**src/rtl/irq_controller.sv**
```systemverilog
// Memory-mapped interrupt controller: synchronized edge-triggered sources, PEND/MASK/VEC/CTRL
// window at BASE, level irq and stretched nmi pulse. Define IRQ_CTRL_PRIORITY_EN for the VEC encoder.
module irq_controller #(
    parameter logic [15:0] BASE       = 16'hD000,
    parameter int          NMI_CYCLES = 4
) (
    input  logic        clock,
    input  logic        reset,
    input  logic [15:0] addr,
    input  logic [7:0]  wr_data,
    input  logic        wr_en,
    output logic [7:0]  rd_data,
    output logic        rd_sel,
    input  logic [7:0]  src,
    input  logic        nmi_src,
    output logic        irq,
    output logic        nmi
);

    localparam logic [3:0] NMI_LOAD = 4'(NMI_CYCLES);

`ifdef IRQ_CTRL_PRIORITY_EN
    function automatic logic [7:0] prio_vec(input logic [7:0] act);
        logic [7:0] v;
        v = 8'h80;
        for (int i = 7; i >= 0; i--) begin
            if (act[i]) v = {5'b0, 3'(i)};
        end
        return v;
    endfunction
`endif

    logic [8:0]  sync_p0, sync_p1, edge_p2;
    logic [1:0]  arm;
    logic [8:0]  rise;
    logic [15:0] off;
    logic        in_win, wr_hit, rd_hit;
    logic [7:0]  clr;
    logic [7:0]  pending, mask;
    logic        gen;
    logic [3:0]  nmi_cnt, nmi_cnt_next;
    logic        rd_vld_p0;
    logic [1:0]  rd_off_p0;
    logic [7:0]  vec, rd_mux;

    // Stage boundary: synchronizer (p0, p1) and edge-history flop (p2)
    always_ff @(posedge clock or posedge reset) begin
        if (reset) begin
            sync_p0 <= '0;
            sync_p1 <= '0;
            edge_p2 <= '0;
            arm     <= '0;
        end else begin
            sync_p0 <= {nmi_src, src};
            sync_p1 <= sync_p0;
            edge_p2 <= sync_p1;
            if (arm != 2'd3) arm <= arm + 2'd1;
        end
    end

    // Inputs already high when reset drops look like rises until the pipeline fills; ignore them.
    assign rise   = (arm == 2'd3) ? (sync_p1 & ~edge_p2) : '0;

    assign off    = addr - BASE;
    assign in_win = (off < 16'd4);
    assign wr_hit = wr_en & in_win;
    assign rd_hit = ~wr_en & in_win;
    assign clr    = (wr_hit && off[1:0] == 2'd0) ? wr_data : 8'h00;

`ifdef IRQ_CTRL_PRIORITY_EN
    assign vec = prio_vec(pending & mask);
`else
    assign vec = 8'h00;
`endif

    always_comb begin
        nmi_cnt_next = nmi_cnt;
        if (rise[8])              nmi_cnt_next = NMI_LOAD;
        else if (nmi_cnt != 4'd0) nmi_cnt_next = nmi_cnt - 4'd1;
    end

    always_comb begin
        rd_mux = 8'h00;
        case (rd_off_p0)
            2'd0:    rd_mux = pending;
            2'd1:    rd_mux = mask;
            2'd2:    rd_mux = vec;
            default: rd_mux = {7'b0, gen};
        endcase
    end

    // Stage boundary: register file, irq/nmi outputs
    always_ff @(posedge clock or posedge reset) begin
        if (reset) begin
            pending <= '0;
            mask    <= '0;
            gen     <= 1'b0;
            irq     <= 1'b0;
            nmi_cnt <= '0;
            nmi     <= 1'b0;
        end else begin
            pending <= (pending & ~clr) | rise[7:0];
            if (wr_hit && off[1:0] == 2'd1) mask <= wr_data;
            if (wr_hit && off[1:0] == 2'd3) gen  <= wr_data[0];
            irq     <= gen & |(pending & mask);
            nmi_cnt <= nmi_cnt_next;
            nmi     <= (nmi_cnt_next != 4'd0);
        end
    end

    // Stage boundary: read decode (p0) then registered read data
    always_ff @(posedge clock or posedge reset) begin
        if (reset) begin
            rd_vld_p0 <= 1'b0;
            rd_off_p0 <= '0;
            rd_sel    <= 1'b0;
            rd_data   <= '0;
        end else begin
            rd_vld_p0 <= rd_hit;
            rd_off_p0 <= off[1:0];
            rd_sel    <= rd_vld_p0;
            rd_data   <= rd_vld_p0 ? rd_mux : 8'h00;
        end
    end

endmodule

```
**config.mk**
```make
export PLATFORM = sky130hd
export DESIGN_NAME = irq_controller
export DESIGN_NICKNAME = d
export VERILOG_FILES = /design/src/rtl/irq_controller.sv
export SDC_FILE = /design/constraint.sdc
export NUM_CORES = 1
export LEC_CHECK = 0
export CAP_MARGIN = 0
export CORE_MARGIN = 4
export CORE_UTILIZATION = 40
export CTS_BUF_LIST = sky130_fd_sc_hd__clkbuf_8
export CTS_CLUSTER_DIAMETER = 30
export CTS_CLUSTER_SIZE = 28
export DETAILED_ROUTE_END_ITERATION = 8
export PLACE_DENSITY = 0.79
export RECOVER_POWER = 50
export SYNTH_ARGS = -nofsm -noshare
export SYNTH_HDL_FRONTEND = slang
export SYNTH_SLANG_ARGS = --single-unit
```
**constraint.sdc**
```tcl
create_clock -name clock -period 1.9 [get_ports clock]
set_input_delay 0.19 -clock clock [delete_from_list [all_inputs] [get_ports clock]]
set_output_delay 0.19 -clock clock [all_outputs]
set_load 0.02 [all_outputs]
```
# == Word level (Yosys, flattened, before mapping) ==
# Cells that the tools add are included.
# classes
add_sub_neg,3
bitwise_logic,10
mux,6
eq_ne,6
magnitude_cmp,1
n_reduce_logical,8
# op_table
cell,n
$pmux W8 S3,1
$and A8 B8 Y8,2
$lt A16 B3 Y1 const B,1
$mux W8,2
$sub A16 B16 Y16 const B,1
$and A9 B9 Y9,1
$mux W9,1
$not A9 Y9,1
$mux W4,2
$not A8 Y8,1
$or A8 B8 Y8,1
$reduce_bool A4 Y1,2
$reduce_or A8 Y1,1
$eq A2 B2 Y1 const B,3
$eq A2 B1 Y1 const B,2
$logic_not A2 Y1,2
$sub A4 B1 Y4 const B,1
$and A1 B1 Y1,3
$logic_and A1 B1 Y1,3
$add A2 B1 Y2 const B,1
$ne A2 B2 Y1 const B,1
$not A1 Y1,1
# word_totals
out_inout_bits,11
regBits,64
elab_cells,48
inputBits,36

# == Logic depth before layout (Yosys ltp) ==
# Gate-level depths: netlist (run 1).
# logic_depth
ltp_word,8
depth_mapped,6
ltp_nobuf,6

# == Least setup slack after synthesis (run 1) ==
# OpenSTA, ideal clock, no wires.
# synth_path
kind,flip-flop to flip-flop
startpoint,reg nmi_cnt[0]
endpoint,reg nmi
t_arrival_ns,1.465
stages_incl_launch_ff,7
setup_time_ns,0.139
synth_period_minus_slack_ns,1.604
setup_slack_ns,0.296
cell_sequence,dfrtp_1 > inv_1 > ha_1 > nand2b_1 > nor2_1 > a211oi_1 > or4_1
# synth_via
elab_chain_len,4
elab_cells_between_ends,5
classes_between,1 x add/sub; 2 x mux; 2 x reduce/logical
# synth_rtl
item,line,source
start: declaration,41,"logic [3:0] nmi_cnt, nmi_cnt_next;"
start signal: assignment,106,nmi_cnt <= nmi_cnt_next;
$sub A4 B1 Y4 / $reduce_bool A4 Y1 (equally long branches),79,else if (nmi_cnt != 4'd0) nmi_cnt_next = nmi_cnt - 4'd1;
$mux W4 (*),79,
$mux W4 (*),78,if (rise[8]) nmi_cnt_next = NMI_LOAD;
named net nmi_cnt_next[1],41,
$reduce_bool A4 Y1 (*),107,nmi <= (nmi_cnt_next != 4'd0);
end signal: assignment,107,
end: declaration,17,output logic nmi
# The timed path passes the listed nets; every way through them passes the cells marked *.
# A chain may end at the register's enable or synchronous reset.

# == Worst setup path in the final report (run 1) ==
# Same ends and word-level chain as after synthesis.

==> impl_summary.md, run 1 <==
Route
Across all layers, the routed design uses roughly 1500 vias. The aggregate routed wire length is ~4 mm. The number of iterations in the first detailed-routing pass is 4. The remaining number of nets flagged by the antenna check after routing is 0. The detailed-route vias per instance is 4.90. After detailed routing, the number of remaining DRC violations is 0.

The routed wire length per instance is around 13 um. For this block, the initial DRC count from the detailed router was 66.

STA
The setup clock skew after layout is between 8 and 9 ps. The slew at the pin with the worst max-slew slack is between 1000 and 1500 ps. The number of max-slew violations in the final report was 0. Setup repair after global routing left no endpoint under its margin.

The highest clock frequency the design can meet is between 0.5 and 0.6 GHz. The final critical path takes up around nine tenths of the cycle. The final hold violation count was 0. Setup violations remaining at the end of the flow were counted as 0. Measured against its own limit, the worst slew margin works out to under 10%. Counting I/O delays and the setup requirement, the final critical path takes 1720 ps.

Logic synthesis
Counting flops with an async set or reset pin after synthesis yields a share of 100%. After Yosys synthesis, full adders, half adders and majority gates account for about 1.1% of the synthesized area. Ranked by total cell area, the synthesized netlist is headed by sky130_fd_sc_hd__dfrtp_1, sky130_fd_sc_hd__mux2_2, sky130_fd_sc_hd__a32o_1. Yosys printed 0 warnings. Summing the areas of all xor and xnor instances in the mapped netlist gives ~1.1% of the synthesized area.

The synthesized netlist devotes roughly 6.9% of its cell area to compound gates. Among all cell types in the netlist, the one instantiated most often is sky130_fd_sc_hd__dfrtp_1. The post-synthesis sequential area ratio is 69.2%.

The simple-gate share of the synthesized area is 9.78%. Synthesis produced a netlist whose cell count is between 150 and 200. A synthesized cell averages between 10 and 15 um^2. The top cell type by total area after synthesis is sky130_fd_sc_hd__dfrtp_1. By count the netlist is led by sky130_fd_sc_hd__dfrtp_1, sky130_fd_sc_hd__inv_1, sky130_fd_sc_hd__nor2_1. After synthesis, the largest family of logic cells by area is simple AND/OR/NAND/NOR gates. The unique cell type count in the Yosys netlist is 31. When the netlist entered floorplanning its net count stood at approximately 200. The total of flip-flops plus latches after synthesis is between 60 and 70.

The top cell type by area accounts for 69.2% of the synthesized area. The multiplexer fraction of the synthesized cell area is under 10%. The number of flops mapped to enable cells by yosys is 0. The most frequently used flop master after synthesis is sky130_fd_sc_hd__dfrtp_1. The cell area after synthesis is 0.00232 mm^2.

Global route
In this run the most used layer during global routing was met2. The met1 track demand over resource is roughly 14%. The met3 global-route usage is 2.76%. The global-route wire length before repair is roughly 6.6 mm. The largest net degree at the start of global routing is 65. The via count of the first global-routing pass is between 1000 and 1500. The initial antenna violation count was 0. Global routing consumed, over all layers together, 12.1% of the routing resources. Global routing consumed, on the met2 layer, a little under a fifth of the routing resources. The total overflow left after global routing is 0.

Cells and area
The total number of nets in the final design is around 260. Cells with a size suffix above 1 make up approximately 14% of the layout. The growth of design area from synthesis to finish is 33.0%.

Excluding fillers, the count of instances in the completed layout stands at slightly below 300. Summing all flip-flop and latch instances after layout gives roughly 0.0016 mm^2. In the final layout, the multi-input gates occupy between 600 and 700 um^2. The count of fill cells added during filler insertion is between 400 and 500. 0 antenna diodes ended up in the layout.

Placed design
Including well taps, the total number of placed cells is 280. The weighted congestion at the end of routability-driven global placement is around 0.75. The HPWL after detailed placement is 2.81 mm.

In this run the tool buffered the top-level ports with 46 buffer cells.

Power
The power density normalized to cell area is slightly below 1000 mW/mm^2. Summed over all cells, the static leakage comes to between 1 and 1.5 nW. The post-layout total power is 0.00301 W. IR analysis of the VDD net gives a maximum drop of approximately 570 uV.

Setup path
The biggest fanout along the worst timing path is 5. The first element of the critical path is nmi_cnt[0]. The critical register-to-register path endpoint is nmi. Traced cell by cell, the critical path runs through inv_1 -> ha_1 -> nand2b_1 -> nor2_1 -> a211oi_1 -> or4_1. The worst setup path is of the flip-flop to flip-flop kind. The data arrival time of the worst path is between 1500 and 2000 ps. Among all stages on the critical path, the largest delay is contributed by sky130_fd_sc_hd__or4_1. The length in cells of the worst reg-to-reg path is 6. The type of origin of the critical path is a flip-flop.

Across all register-to-register paths, the minimum setup slack is 180 ps. The largest single stage delay on the critical path is between 400 and 500 ps. The nature of the critical path endpoint is a flip-flop.

The last element of the critical path is nmi. The worst register-to-register path begins at nmi_cnt[0]. The data required time of the critical path is 2110 ps.

Clocking
The clock edge transition at the registers on the reported setup and hold paths is about 70 ps. The sink count of the clock tree is 64. The H-tree depth is 3.

Post-CTS timing repair inserted 0 buffers for setup. The maximum buffer depth of the clock tree is 2. The number of clock buffers added by TritonCTS is 9.

The post-cts sizing count is 0. TritonCTS built the clock tree. The source-to-sink clock delay at the later pin of the worst-skew pair is 340 ps. The clock root buffer master is sky130_fd_sc_hd__clkbuf_8.

Hold repair after CTS inserted 0 buffers.

Worst hold path
The kind of path behind the tightest hold check is flip-flop to flip-flop.

Job
The number of max-cap violations is 0.

Status
The flow ran to the end, and the final reports show no timing, DRC or antenna violations.

Floorplanning
The height of the die is ~84 um. The core region is around 0.0056 mm^2. The area of the die is 0.00707 mm^2. The number of rows in the core area is 27. The initial cell density of the core is between 40 and 50%.

The floorplan die width is about 84 um. The number of I/O pins is 47.
metal layers:
metal | part of all wire (%) | vias up | routed length [um]
li1 | - | 692 | -
met1 | 42 | 708 | 1650
met2 | 50 | 39 | 1930
met3 | 4.6 | 11 | 180
met4 | 3.4 | 0 | 131
met5 | 0 | - | 0
cell type report:
cell class / count / share of cell area [%]
clock buffers: 10 / 4.47
repair buffers: 52 / 16.3
multi-input cells: 79 / 20.5
well taps: 72 / 2.93
clock inverters: 6 / 2.19
flip-flops and latches: 64 / 52.0
inverters: 13 / 1.58
cell families after synthesis:
kind of cell	Yosys count
AOI/OAI and AO/OA	20
xor gates and xnor gates	3
adders and majority gates	2
buffers and inverters	18
DFF	64
muxes	18
and+or+nand+nor	36
where the power goes:
part	internal (W)	switching [W]	leakage (nW)	total, W
Combinational	0.000186	0.000165	0.489	0.000351
Clock	0.000645	0.000518	0.0989	0.00116
Sequential	0.00144	0.0000526	0.763	0.00149
Total	0.00227	0.000736	1.35	0.00301
flip-flops by register name, summed over array words and instances, names as in the netlist:
name	cells
mask	8
sync_p0	9
nmi_cnt	4
nmi	1
pending	8
gen	1
rd_vld_p0	1
edge_p2	9
rd_sel	1
irq	1
sync_p1	9
rd_data	8
arm	2
rd_off_p0	2
how the worst min path moves through the flow:
stage          startpoint           end  slack (ps)  cells past startpoint
2_1_floorplan     addr[0]  rd_off_p0[0]         220                      0
4_1_cts             reset    rd_data[5]         230                      3
3_3_place_gp   sync_p0[3]    sync_p1[3]         330                      0
3_5_place_dp   sync_p0[0]    sync_p1[0]         330                      0
6_report       sync_p0[0]    sync_p1[0]         350                      0
5_1_grt        sync_p0[5]    sync_p1[5]         360                      0
placed cells by master, fill, tap and decap left out, drive strengths merged, types with 6 or more instances in the layout:
cell type | netlist | final
nand4b | 8 | 8
nor2 | 12 | 12
mux2 | 10 | 10
a32o | 8 | 8
mux2i | 8 | 8
clkdlybuf4s50 | 0 | 36
inv | 13 | 13
clkbuf | 2 | 10
dfrtp | 64 | 64
buf | 3 | 6
dlygate4sd3 | 0 | 10
worst max-delay path, delay by kind of cell (launching register included):
| kind | cells | cell delay [ps] |
|---|---|---|
| AO/OA/AOI/OAI | 1 | 110 |
| AND/OR/NAND/NOR | 3 | 740 |
| adder cells (fa/ha/maj) | 1 | 250 |
| buffers and inverters | 1 | 90 |
| flip-flops | 1 | 400 |
per-stage QoR:
step	util [%]	setup TNS (ps)	cell area, um^2	hold WS [ps]	setup slack, ps
floorplan	-	0	2320	221	112
global placement	51.8	0	2890	333	33.1
detailed placement	51.8	-160	2890	335	-29.6
CTS	55.5	0	3090	227	169
global route	55.2	0	3080	359	51.1
finish	55.2	0	3080	350	175
No activity file was read; power rests on OpenSTA's default activity.
==> run 2, diff against run 1 <==
--- a/config.mk
+++ b/config.mk
@@ -5,6 +5,7 @@
 export SDC_FILE = /design/constraint.sdc
 export NUM_CORES = 1
 export LEC_CHECK = 0
+export ABC_AREA = 1
 export CAP_MARGIN = 0
 export CORE_MARGIN = 4
 export CORE_UTILIZATION = 40
@@ -12,8 +13,10 @@
 export CTS_CLUSTER_DIAMETER = 30
 export CTS_CLUSTER_SIZE = 28
 export DETAILED_ROUTE_END_ITERATION = 8
-export PLACE_DENSITY = 0.79
+export PLACE_DENSITY = 0.78
 export RECOVER_POWER = 50
+export REMOVE_ABC_BUFFERS = 1
 export SYNTH_ARGS = -nofsm -noshare
 export SYNTH_HDL_FRONTEND = slang
 export SYNTH_SLANG_ARGS = --single-unit
+export TNS_END_PERCENT = 1
==> run 2 against run 1 <==
Against the previous run: critical path depth did not move; power rose by 9.3%; synthesized cell count rose by 45%; sequential share of layout area fell by 3.4 points; sequential power barely moved; clock power rose by 24%; register-to-register slack improved by 250 ps; critical endpoint unchanged; largest power group unchanged.
==> impl_summary.md, run 2 <==
Status
The flow ran to the end, and the final reports show no timing, DRC or antenna violations.

Route
The remaining number of nets flagged by the antenna check after routing is 0 (unchanged). The detailed-route vias per instance was 4.65 (-5.0%). The number of iterations in the first detailed-routing pass came to 4 (unchanged). The DRC violation count after routing is 0 (unchanged). The total number of vias was 1731 (+19%). The aggregate routed wire length is 4.35 mm (+12%).

The routed wire length per instance was 11.7 um (-11%). The DRC violation total after the first TritonRoute iteration was 60 (-9.1%).

Power
The switching part of the total came to 22.6% (-1.9 points). The clock power share came to 43.8% (+5.1 points). The internal portion of total power came to 0.00254 W (+12%). The worst ir drop on vdd was 497 uV (-13%). The net switching power of the design is 0.000743 W (+0.94%). The leakage component of the power is 1.50 nW (+11%). The portion of total power attributed to sequential cells was 44.7% (-4.9 points).

The power density normalized to cell area is 997 mW/mm^2 (+2.2%). The relative contribution of combinational cells to total power was 11.5% (-0.2 points).

Global route
The initial antenna violation count is 0 (unchanged). The via count of the first global-routing pass is 1650 (+15%). The global-route total usage across every layer is 12.8% (+0.73 points). The sum of overflow across all layers after global routing was 0 (unchanged). The largest net degree at the start of global routing is 29 (-55%). The global-route wire length before repair is 7.13 mm (+8.1%).

Placed design
The HPWL after detailed placement is 3.28 mm (+17%). The weighted congestion at the end of routability-driven global placement is 0.845 (+13%). The number of buffer cells added on primary ports came to 46 (unchanged). The placed instance area was 0.00306 mm^2 (+5.8%).

Clocking
The source-to-sink clock delay at the later pin of the worst-skew pair came to 340 ps (about the same). The number of buffers inserted by hold repair at cts came to 0 (unchanged). The tree is rooted in a sky130_fd_sc_hd__clkbuf_8. The clock edge transition at the registers on the reported setup and hold paths is 70 ps (about the same). The sink count of the clock tree was 64 (unchanged).

The TritonCTS clock tree is built. The H-tree depth is 3 (unchanged). The maximum buffer depth of the clock tree is 2 (unchanged).

The number of buffers added for setup after CTS was 0 (unchanged). The post-cts sizing count is 0 (unchanged). The TritonCTS buffer count is 9 (unchanged).

Cells and area
In the layout the commonest cells are sky130_fd_sc_hd__dfrtp_1, sky130_fd_sc_hd__nand2_1, sky130_fd_sc_hd__clkdlybuf4s50_1. The cell area after layout is 0.00329 mm^2 (+6.9%). The multi-input gate area in the final layout is 749 um^2 (+19%). The most common cell after layout, fill and taps aside is sky130_fd_sc_hd__dfrtp_1.

The fraction of final layout cells sized beyond drive strength 1 is 13.5% (-0.82 points). From synthesis to final layout, the design area changed by 32.7%. The count of fill cells added during filler insertion is 515 (+11%). The largest registers in the layout are edge_p2 x9, sync_p0 x9, sync_p1 x9. The area used by sequential logic in the layout is 0.00160 mm^2 (unchanged). The total number of nets in the final design is 330 (+28%). The number of antenna diodes is 0 (unchanged). The core occupancy in the finished layout is 55.3% (about the same).

Logic synthesis
The cell area after synthesis is 0.00248 mm^2 (+7.1%). The number of warnings printed during yosys synthesis is 0 (unchanged). The total of flip-flops plus latches after synthesis is 64 (unchanged). The unique cell type count in the Yosys netlist was 25 (-19%). The commonest cells after synthesis are sky130_fd_sc_hd__dfrtp_1, sky130_fd_sc_hd__nand2_1, sky130_fd_sc_hd__inv_1.

The share of the synthesized area in the top cell type is 64.6% (-4.6 points). In the post-synthesis netlist, the biggest area contributors are sky130_fd_sc_hd__dfrtp_1, sky130_fd_sc_hd__nand2_1, sky130_fd_sc_hd__inv_1. The top cell type by total area after synthesis is sky130_fd_sc_hd__dfrtp_1. The number of flops mapped to enable cells by yosys came to 0 (unchanged). The post-synthesis sequential area ratio is 64.6% (-4.6 points). The async set-or-reset flop fraction in the synthesized netlist is 100% (unchanged).

sky130_fd_sc_hd__dfrtp_1 is the most common cell in the netlist. The synthesized instance count is 234 (+45%). The mean cell area of the mapped netlist is 10.6 um^2 (-26%). In the synthesized netlist the dominant register cell turns out to be sky130_fd_sc_hd__dfrtp_1.

Floorplanning
The initial cell density of the core is 41.6% (+0.090 points). The number of rows in the core area is 28 (+3.7%). The placeable core area was 0.00596 mm^2 (+6.8%). The height of the die came to 86.7 um (+3.2%). The floorplan die width is 86.7 um (+3.2%). The area of the die came to 0.00752 mm^2 (+6.4%). The number of I/O pins is 47 (unchanged).

Setup path
The category of the critical setup timing path is flip-flop to flip-flop. STA classifies the critical path startpoint as a flip-flop. The first element of the critical path is arm[0]. The data required time of the critical path is 2120 ps (about the same).

The nature of the critical path endpoint is a flip-flop. The worst flop-to-flop path startpoint is arm[0]. The data arrival time of the worst path was 1690 ps (-240 ps).

The biggest fanout along the worst timing path is 11 (+6).

Worst hold path
The tightest min-delay check is of the flip-flop to flip-flop type. The startpoint of the most critical hold path is sync_p0[4].

STA
The count of endpoints failing setup in the final report came to 0 (unchanged). The highest clock frequency the design can meet is 0.680 GHz (+17%). The normalized max-slew margin came to 55.5% (+46 points).

The final period demand of the worst path is 1470 ps (-254 ps). The setup TNS is 0 ps (unchanged). The final worst hold slack is 349 ps (-0.734 ps). The final hold violation count is 0 (unchanged). Setup repair after global routing left no endpoint under its margin.

The number of max-slew violations in the final report is 0 (unchanged). The slew at the pin with the worst max-slew slack was 667 ps (-688 ps). The setup clock skew after layout is 5.95 ps (-2.56 ps). The share of the cycle needed by the critical path after routing came to 77.4% (-13 points).

Job
The number of max-cap violations is 0 (unchanged).
run 2: logic make-up (layout without fill, tap and decap cells):
group / count (synthesis) / in the layout / synth area share [%]
AND/OR/NAND/NOR: 109 / 109 / 21.4
flip-flops: 64 / 64 / 64.6
buffers and inverters: 32 / 95 / 5.20
AO/OA/AOI/OAI: 25 / 25 / 6.96
adder cells (fa/ha/maj): 2 / 2 / 1.01
XOR/XNOR: 1 / 1 / 0.353
multiplexers: 1 / 1 / 0.454
run 2: worst max-delay path: stages (launching register included):
cell	delay, ps
sky130_fd_sc_hd__dfrtp_1	370
sky130_fd_sc_hd__ha_1	400
sky130_fd_sc_hd__nand3b_1	210
sky130_fd_sc_hd__o21ai_1	120
sky130_fd_sc_hd__inv_1	40
sky130_fd_sc_hd__o21ai_1	100
sky130_fd_sc_hd__nand3_1	100
run 2: path summary, 6_finish.rpt:
kind	end	slack (ps)	depth (start not counted)
setup reg to reg	nmi	430	6
hold reg to reg	sync_p1[4]	350	0
max in group asynchronous	rd_sel	470	3
min in group asynchronous	pending[4]	360	2
setup / recovery	nmi	430	6
hold / removal	sync_p1[4]	350	0
run 2: layer usage:
| metal | GRT usage (%) | share of wire, % |
|---|---|---|
| met1 | 13.5 | 41 |
| met2 | 21.1 | 50 |
| met3 | 3.99 | 4.5 |
| met4 | 9.92 | 4.0 |
| met5 | 0 | 0 |
run 2: final cells by class:
cell class                      count  share of cell area, %
Inverter                           29                   3.31
Sequential cell                    64                   48.7
Tap cell                           75                   2.85
Multi-Input combinational cell    138                   22.8
Clock buffer                       11                   4.60
Clock inverter                      5                   3.12
Timing Repair Buffer               50                   14.7
run 2: power groups by stage:
| stage | logic, W | registers [W] | clock network [W] |
|---|---|---|---|
| floorplan | 0.000227 | 0.00150 | 0 |
| finish | 0.000377 | 0.00147 | 0.00144 |
| global route | 0.000438 | 0.00148 | 0.00154 |
| detailed placement | 0.000383 | 0.00149 | 0 |
| global placement | 0.000365 | 0.00149 | 0 |
| CTS | 0.000389 | 0.00147 | 0.00148 |
run 2: through the flow:
step	total power, W	setup WS, ps	cells
global placement	0.00186	285	356
finish	0.00328	430	372
detailed placement	0.00188	267	356
floorplan	0.00172	112	231
global route	0.00346	219	372
CTS	0.00334	416	372
